==> config.mk <==
export PLATFORM = sky130hd
export DESIGN_NAME = led_ws2812_ser
export DESIGN_NICKNAME = d
export VERILOG_FILES = /design/src/rtl/led_ws2812_ser.sv
export SDC_FILE = /design/constraint.sdc
export NUM_CORES = 1
export LEC_CHECK = 0
export CORE_MARGIN = 2
export CORE_UTILIZATION = 35
export DETAILED_ROUTE_END_ITERATION = 10
export SETUP_SLACK_MARGIN = 0.3
export SYNTH_ARGS = -nofsm -noshare
export SYNTH_HDL_FRONTEND = slang
export SYNTH_SLANG_ARGS = --single-unit
==> constraint.sdc <==
create_clock -name clk -period 5.7 [get_ports clk]
set_input_delay 0.57 -clock clk [delete_from_list [all_inputs] [get_ports clk]]
set_output_delay 0.57 -clock clk [all_outputs]
set_load 0.05 [all_outputs]
==> src/rtl/led_ws2812_ser.sv <==
// WS2812 serializer: expands 4-bit zone means to {m,m} GRB words and drives the
// single-wire protocol, with a one-deep pending buffer for frames requested while busy.
module led_ws2812_ser #(
    parameter int LED_NUM = 16,
    parameter int T0H     = 30,
    parameter int T1H     = 60,
    parameter int TBIT    = 94,
    parameter int TRST    = 3750
) (
    input  logic                 clk,
    input  logic                 rst_n,
    input  logic                 start_i,
    input  logic [4*LED_NUM-1:0] MeanR,
    input  logic [4*LED_NUM-1:0] MeanG,
    input  logic [4*LED_NUM-1:0] MeanB,
    output logic                 led_dout,
    output logic                 busy_o,
    output logic                 done_o
);
    // state | meaning
    // IDLE  | waiting for start_i
    // SEND  | shifting LED_NUM x 24 bits, TBIT cycles each
    // GAP   | TRST-cycle latch-low gap
    typedef enum logic [1:0] {IDLE, SEND, GAP} state_t;

    localparam int CW = $clog2(TBIT + 1);
    localparam int LW = (LED_NUM > 1) ? $clog2(LED_NUM) : 1;
    localparam int GW = $clog2(TRST + 1);
    localparam logic [CW-1:0] CYC_LAST = CW'(TBIT - 1);
    localparam logic [CW-1:0] HI1_MIN  = CW'(TBIT - 1 - T1H);
    localparam logic [CW-1:0] HI0_MIN  = CW'(TBIT - 1 - T0H);
    localparam logic [LW-1:0] LED_LAST = LW'(LED_NUM - 1);
    localparam logic [GW-1:0] GAP_LAST = GW'(TRST - 1);
    localparam logic [4:0]    BIT_TOP  = 5'd23;

    state_t        state_q, state_d;
    logic [CW-1:0] cyc_q, cyc_d;
    logic [4:0]    bit_q, bit_d;
    logic [LW-1:0] led_q, led_d;
    logic [GW-1:0] gap_q, gap_d;
    logic          pend_q, pend_d;
    logic          dout_q, dout_d;
    logic          busy_q, busy_d;
    logic          done_q, done_d;

    logic [3:0] sh_r_q [LED_NUM];
    logic [3:0] sh_g_q [LED_NUM];
    logic [3:0] sh_b_q [LED_NUM];
    logic [3:0] sh_r_d [LED_NUM];
    logic [3:0] sh_g_d [LED_NUM];
    logic [3:0] sh_b_d [LED_NUM];
    logic [3:0] pb_r_q [LED_NUM];
    logic [3:0] pb_g_q [LED_NUM];
    logic [3:0] pb_b_q [LED_NUM];
    logic [3:0] pb_r_d [LED_NUM];
    logic [3:0] pb_g_d [LED_NUM];
    logic [3:0] pb_b_d [LED_NUM];
    logic [3:0] in_r [LED_NUM];
    logic [3:0] in_g [LED_NUM];
    logic [3:0] in_b [LED_NUM];

    logic        load, load_from_pb, capture;
    logic [3:0]  cur_r, cur_g, cur_b;
    logic [23:0] cur_word;
    logic        cur_bit;

    always_comb begin
        for (int i = 0; i < LED_NUM; i++) begin
            in_r[i] = MeanR[4*i +: 4];
            in_g[i] = MeanG[4*i +: 4];
            in_b[i] = MeanB[4*i +: 4];
        end
    end

    always_comb begin
        cur_r    = sh_r_q[led_q];
        cur_g    = sh_g_q[led_q];
        cur_b    = sh_b_q[led_q];
        cur_word = {cur_g, cur_g, cur_r, cur_r, cur_b, cur_b};
        cur_bit  = cur_word[bit_q];
    end

    always_comb begin
        state_d      = state_q;
        cyc_d        = cyc_q;
        bit_d        = bit_q;
        led_d        = led_q;
        gap_d        = gap_q;
        pend_d       = pend_q;
        load         = 1'b0;
        load_from_pb = 1'b0;
        capture      = 1'b0;
        sh_r_d       = sh_r_q;
        sh_g_d       = sh_g_q;
        sh_b_d       = sh_b_q;
        pb_r_d       = pb_r_q;
        pb_g_d       = pb_g_q;
        pb_b_d       = pb_b_q;

        case (state_q)
            IDLE: begin
                if (start_i) begin
                    state_d = SEND;
                    load    = 1'b1;
                end
            end
            SEND: begin
                if (start_i) begin
                    pend_d  = 1'b1;
                    capture = 1'b1;
                end
                if (cyc_q == '0) begin
                    cyc_d = CYC_LAST;
                    if (bit_q == '0) begin
                        bit_d = BIT_TOP;
                        if (led_q == LED_LAST) begin
                            state_d = GAP;
                            gap_d   = GAP_LAST;
                            led_d   = '0;
                        end else begin
                            led_d = led_q + 1'b1;
                        end
                    end else begin
                        bit_d = bit_q - 1'b1;
                    end
                end else begin
                    cyc_d = cyc_q - 1'b1;
                end
            end
            GAP: begin
                if (gap_q == '0) begin
                    // A start on the final gap cycle is treated as pending and sent directly.
                    if (pend_q || start_i) begin
                        state_d      = SEND;
                        load         = 1'b1;
                        load_from_pb = !start_i;
                        pend_d       = 1'b0;
                    end else begin
                        state_d = IDLE;
                    end
                end else begin
                    gap_d = gap_q - 1'b1;
                    if (start_i) begin
                        pend_d  = 1'b1;
                        capture = 1'b1;
                    end
                end
            end
            default: state_d = IDLE;
        endcase

        if (load) begin
            cyc_d = CYC_LAST;
            bit_d = BIT_TOP;
            led_d = '0;
            for (int i = 0; i < LED_NUM; i++) begin
                sh_r_d[i] = load_from_pb ? pb_r_q[i] : in_r[i];
                sh_g_d[i] = load_from_pb ? pb_g_q[i] : in_g[i];
                sh_b_d[i] = load_from_pb ? pb_b_q[i] : in_b[i];
            end
        end
        if (capture) begin
            pb_r_d = in_r;
            pb_g_d = in_g;
            pb_b_d = in_b;
        end

        // cyc counts down; the bit is high while the remaining count is above its threshold.
        dout_d = (state_d == SEND) && (cyc_d > (cur_bit ? HI1_MIN : HI0_MIN));
        busy_d = (state_d != IDLE);
        done_d = (state_d == GAP) && (gap_d == '0);
    end

    always_ff @(posedge clk or negedge rst_n) begin
        if (!rst_n) begin
            state_q <= IDLE;
            cyc_q   <= '0;
            bit_q   <= '0;
            led_q   <= '0;
            gap_q   <= '0;
            pend_q  <= 1'b0;
            dout_q  <= 1'b0;
            busy_q  <= 1'b0;
            done_q  <= 1'b0;
            for (int i = 0; i < LED_NUM; i++) begin
                sh_r_q[i] <= '0;
                sh_g_q[i] <= '0;
                sh_b_q[i] <= '0;
                pb_r_q[i] <= '0;
                pb_g_q[i] <= '0;
                pb_b_q[i] <= '0;
            end
        end else begin
            state_q <= state_d;
            cyc_q   <= cyc_d;
            bit_q   <= bit_d;
            led_q   <= led_d;
            gap_q   <= gap_d;
            pend_q  <= pend_d;
            dout_q  <= dout_d;
            busy_q  <= busy_d;
            done_q  <= done_d;
            sh_r_q  <= sh_r_d;
            sh_g_q  <= sh_g_d;
            sh_b_q  <= sh_b_d;
            pb_r_q  <= pb_r_d;
            pb_g_q  <= pb_g_d;
            pb_b_q  <= pb_b_d;
        end
    end

    assign led_dout = dout_q;
    assign busy_o   = busy_q;
    assign done_o   = done_q;

endmodule

==> results.sh <==
export IMPL_arrival_ns=4.76
export IMPL_routabilityCongestion=0.8001
export IMPL_clkLatencyLatePin_ns=0.59
export IMPL_fin_worst_skew_ns=0.02619
export IMPL_io_pins=198
export IMPL_synth_fp_nets=1829
export IMPL_finalCritPeriodShare=0.7541
export IMPL_synth_common_cells="418 x dfrtp_1, 225 x nand2_1, 218 x mux2i_1, 208 x o21ai_0, 193 x mux2_2"
export IMPL_cp_start_kind="register"
export IMPL_combPwrFrac=0.246
export IMPL_yosys_warnings=0
export IMPL_netlist_top_cell_by_area="dfrtp_1"
export IMPL_io_buffers=197
export IMPL_cts_resized=0
export IMPL_path_delay_family="compound AO/OA/AOI/OAI gates"
export IMPL_hold_class="in2async"
export IMPL_synth_edff_count=0
export IMPL_p_sw_frac=0.2944
export IMPL_cp_max_fo=53
export IMPL_cts_tree="built"
export IMPL_cts_made_buffers=46
export IMPL_min_period_ns=4.299
export IMPL_drt_iter0_drc=858
export IMPL_drc=0
export IMPL_layout_setup_ws_ns=1.402
export IMPL_coreArea_um2=54990
export IMPL_ys_top_cells_by_area="dfrtp_1 54%, mux2i_1 11%, mux2_2 11%, o21ai_0 5.4%, mux4_2 4.5%"
export IMPL_worst_slew_pin_slew_ns=1.011
export IMPL_dp_hpwl_um=32780
export IMPL_setup_tns_final_ns=0
export IMPL_antenna_found_initial=2
export IMPL_rsz0062_at_grt="no"
export IMPL_ant_nets=0
export IMPL_slowest_delay_ns=1.05
export IMPL_synth_seq_area_share=0.5378
export IMPL_initial_core_util=0.3538
export IMPL_nets=1983
export IMPL_setup_violations=0
export IMPL_yosysUniqueCellTypes=58
export IMPL_viasPerCell=5.024
export IMPL_power_density_nw_per_um2=452.1
export IMPL_async_flop_share=1.000
export IMPL_slew_viol_final=0
export IMPL_cts_sinks=418
export IMPL_vias=12850
export IMPL_violations="negative hold slack"
export IMPL_pre_cts_ws_ns=1.376
export IMPL_ys_flop_type="dfrtp_1"
export IMPL_dieArea_um2=57480
export IMPL_antennaDiodeCount=0
export IMPL_worst_setup_path_end_kind="register"
export IMPL_ctsHoldBuffers=0
export IMPL_synth_top_cell_area_share=0.5378
export IMPL_p_sw_mw=3.149
export IMPL_fin_cells=2557
export IMPL_p_leak_nw=11.15
export IMPL_first_pass_iters=5
export IMPL_clockBufferDepth=3
export IMPL_timing_hold_ws_ns=-0.01021
export IMPL_netlist_area_um2=19450
export IMPL_synth_avg_cell_area_um2=12.00
export IMPL_overflow=0
export IMPL_avgRoutedWirePerCell_um=18.90
export IMPL_gr_usage_all_layers=0.1692
export IMPL_syn2layout_area_growth_pct=21.65
export IMPL_synthCells=1621
export IMPL_wl_um=48340
export IMPL_grt_pass1_vias=13050
export IMPL_cts_root_buf="clkbuf_16"
export IMPL_htree_levels=2
export IMPL_yosysMostFrequentCell="dfrtp_1"
export IMPL_synth_seq_cells=418
export IMPL_outcome="complete, but fails checks"
export IMPL_ir_worst_vdd_v=0.0002124
export IMPL_drive_gt1_frac=0.1879
export IMPL_cp_cell_sequence="mux4_2 > a22o_1 > a221oi_1 > nor3_1 > nor4_1 > o32ai_1 > ha_1 > a21o_1 > a221oi_1 > a31oi_1 > a21oi_1 > nor3b_1"
export IMPL_criticalPathCategory="reg2reg"
export IMPL_cts_clk_slew_worst_paths_ns=0.06
export IMPL_final_area_um2=23660
export IMPL_maxCapViolCount=0
export IMPL_hold_viol=9
export IMPL_placed_cell_area_um2=22120
export IMPL_cpMostUsedCell="a221oi_1"
export IMPL_pwr_share_clk=0.282
export IMPL_internal_power_mw=7.547
export IMPL_num_rows=86
export IMPL_relSlewSlack=0.3259
export IMPL_max_freq_mhz=232.6
export IMPL_grt_pass1_wl_um=75160
export IMPL_post_cts_setup_buffers=0
export IMPL_seq_power_share=0.472
export IMPL_crit_path_top_delay_cell="dfrtp_4"
export IMPL_dp_cells=2475
export IMPL_dieHeight_um=239.7
export IMPL_critPathRequiredTime_ns=6.16
export IMPL_path_buf_inv=0
export IMPL_grt_max_degree=179
export IMPL_die_x_um=239.7
==> final cells by class <==
class / instances / area, µm²
multi-input cells: 1076 / 8477
well taps: 748 / 935.9
flip-flops and latches: 418 / 10470
repair buffers: 214 / 2167
clock buffers: 65 / 1354
inverters: 19 / 71.32
clock inverters: 17 / 188.9
fillers: 5228 / 31320
==> kinds of logic (layout without fill, tap and decap cells) <==
kind of cell	count (synthesis)	in the layout	synth area share
multiplexers	450	450	0.2691
flip-flops	418	418	0.5378
AND/OR/NAND/NOR	333	333	0.07481
AO/OA/AOI/OAI	274	274	0.07912
buffers and inverters	127	315	0.02817
adder cells (fa/ha/maj)	13	13	0.008362
XOR/XNOR	6	6	0.002702
==> flip-flops by register name (all words and copies together) (netlist names) <==
signal	count
bit_q	5
busy_o	1
cyc_q	7
done_o	1
gap_q	12
led_dout	1
led_q	4
pb_b_q	64
pb_g_q	64
pb_r_q	64
pend_q	1
sh_b_q	64
sh_g_q	64
sh_r_q	64
state_q	2
==> routing by layer <==
layer  vias to the layer above  wire length, µm  GRT usage
met3                        68             2240    0.03527
met1                      6394            22360     0.2331
met2                       261            22880     0.2749
met4                         4              830    0.03636
met5                         -               28          0
li1                       6120                -          -
==> through the flow <==
step / power, mW / hold WS, ns / utilization
finish: 10.70 / -0.01021 / 0.4303
global route: 11.40 / 0.03489 / 0.4303
CTS: 10.83 / 0.02094 / 0.4303
detailed placement: 7.761 / 0.4665 / 0.4023
global placement: 7.627 / 0.4583 / 0.4023
floorplan: 6.874 / 0.2744 / -
==> power by group through the flow <==
stage	combinational (mW)	sequential [mW]	clock, mW
CTS	2.68	5.05	3.10
detailed placement	2.67	5.09	0
global route	2.96	5.22	3.22
floorplan	2.00	4.87	0
global placement	2.57	5.05	0
finish	2.63	5.05	3.02
==> path summary, 6_finish.rpt <==
path / start / to / slack, ns / cells after the start
worst max-delay path: led_q[0] / led_dout / 1.40 / 12
worst min-delay path: rst_n / pb_b_q[60] / -0.01 / 1
max in group asynchronous: rst_n / pb_g_q[52] / 4.30 / 2
worst min register to register: sh_b_q[52] / sh_b_q[52] / 0.48 / 2
worst max register to register: led_q[0] / led_dout / 1.40 / 12
min in group clk: sh_b_q[52] / sh_b_q[52] / 0.48 / 2
==> placed cells by master, fill, tap and decap left out, types with 28 or more instances in the layout <==
cell and count:
nor2_1 28, clkbuf_16 47, clkdlybuf4s50_1 196, mux2i_1 218
o21ai_0 208, dfrtp_1 416, mux2_2 193, nand2_1 225
mux4_2 39
(Power assumes the default switching activity.)
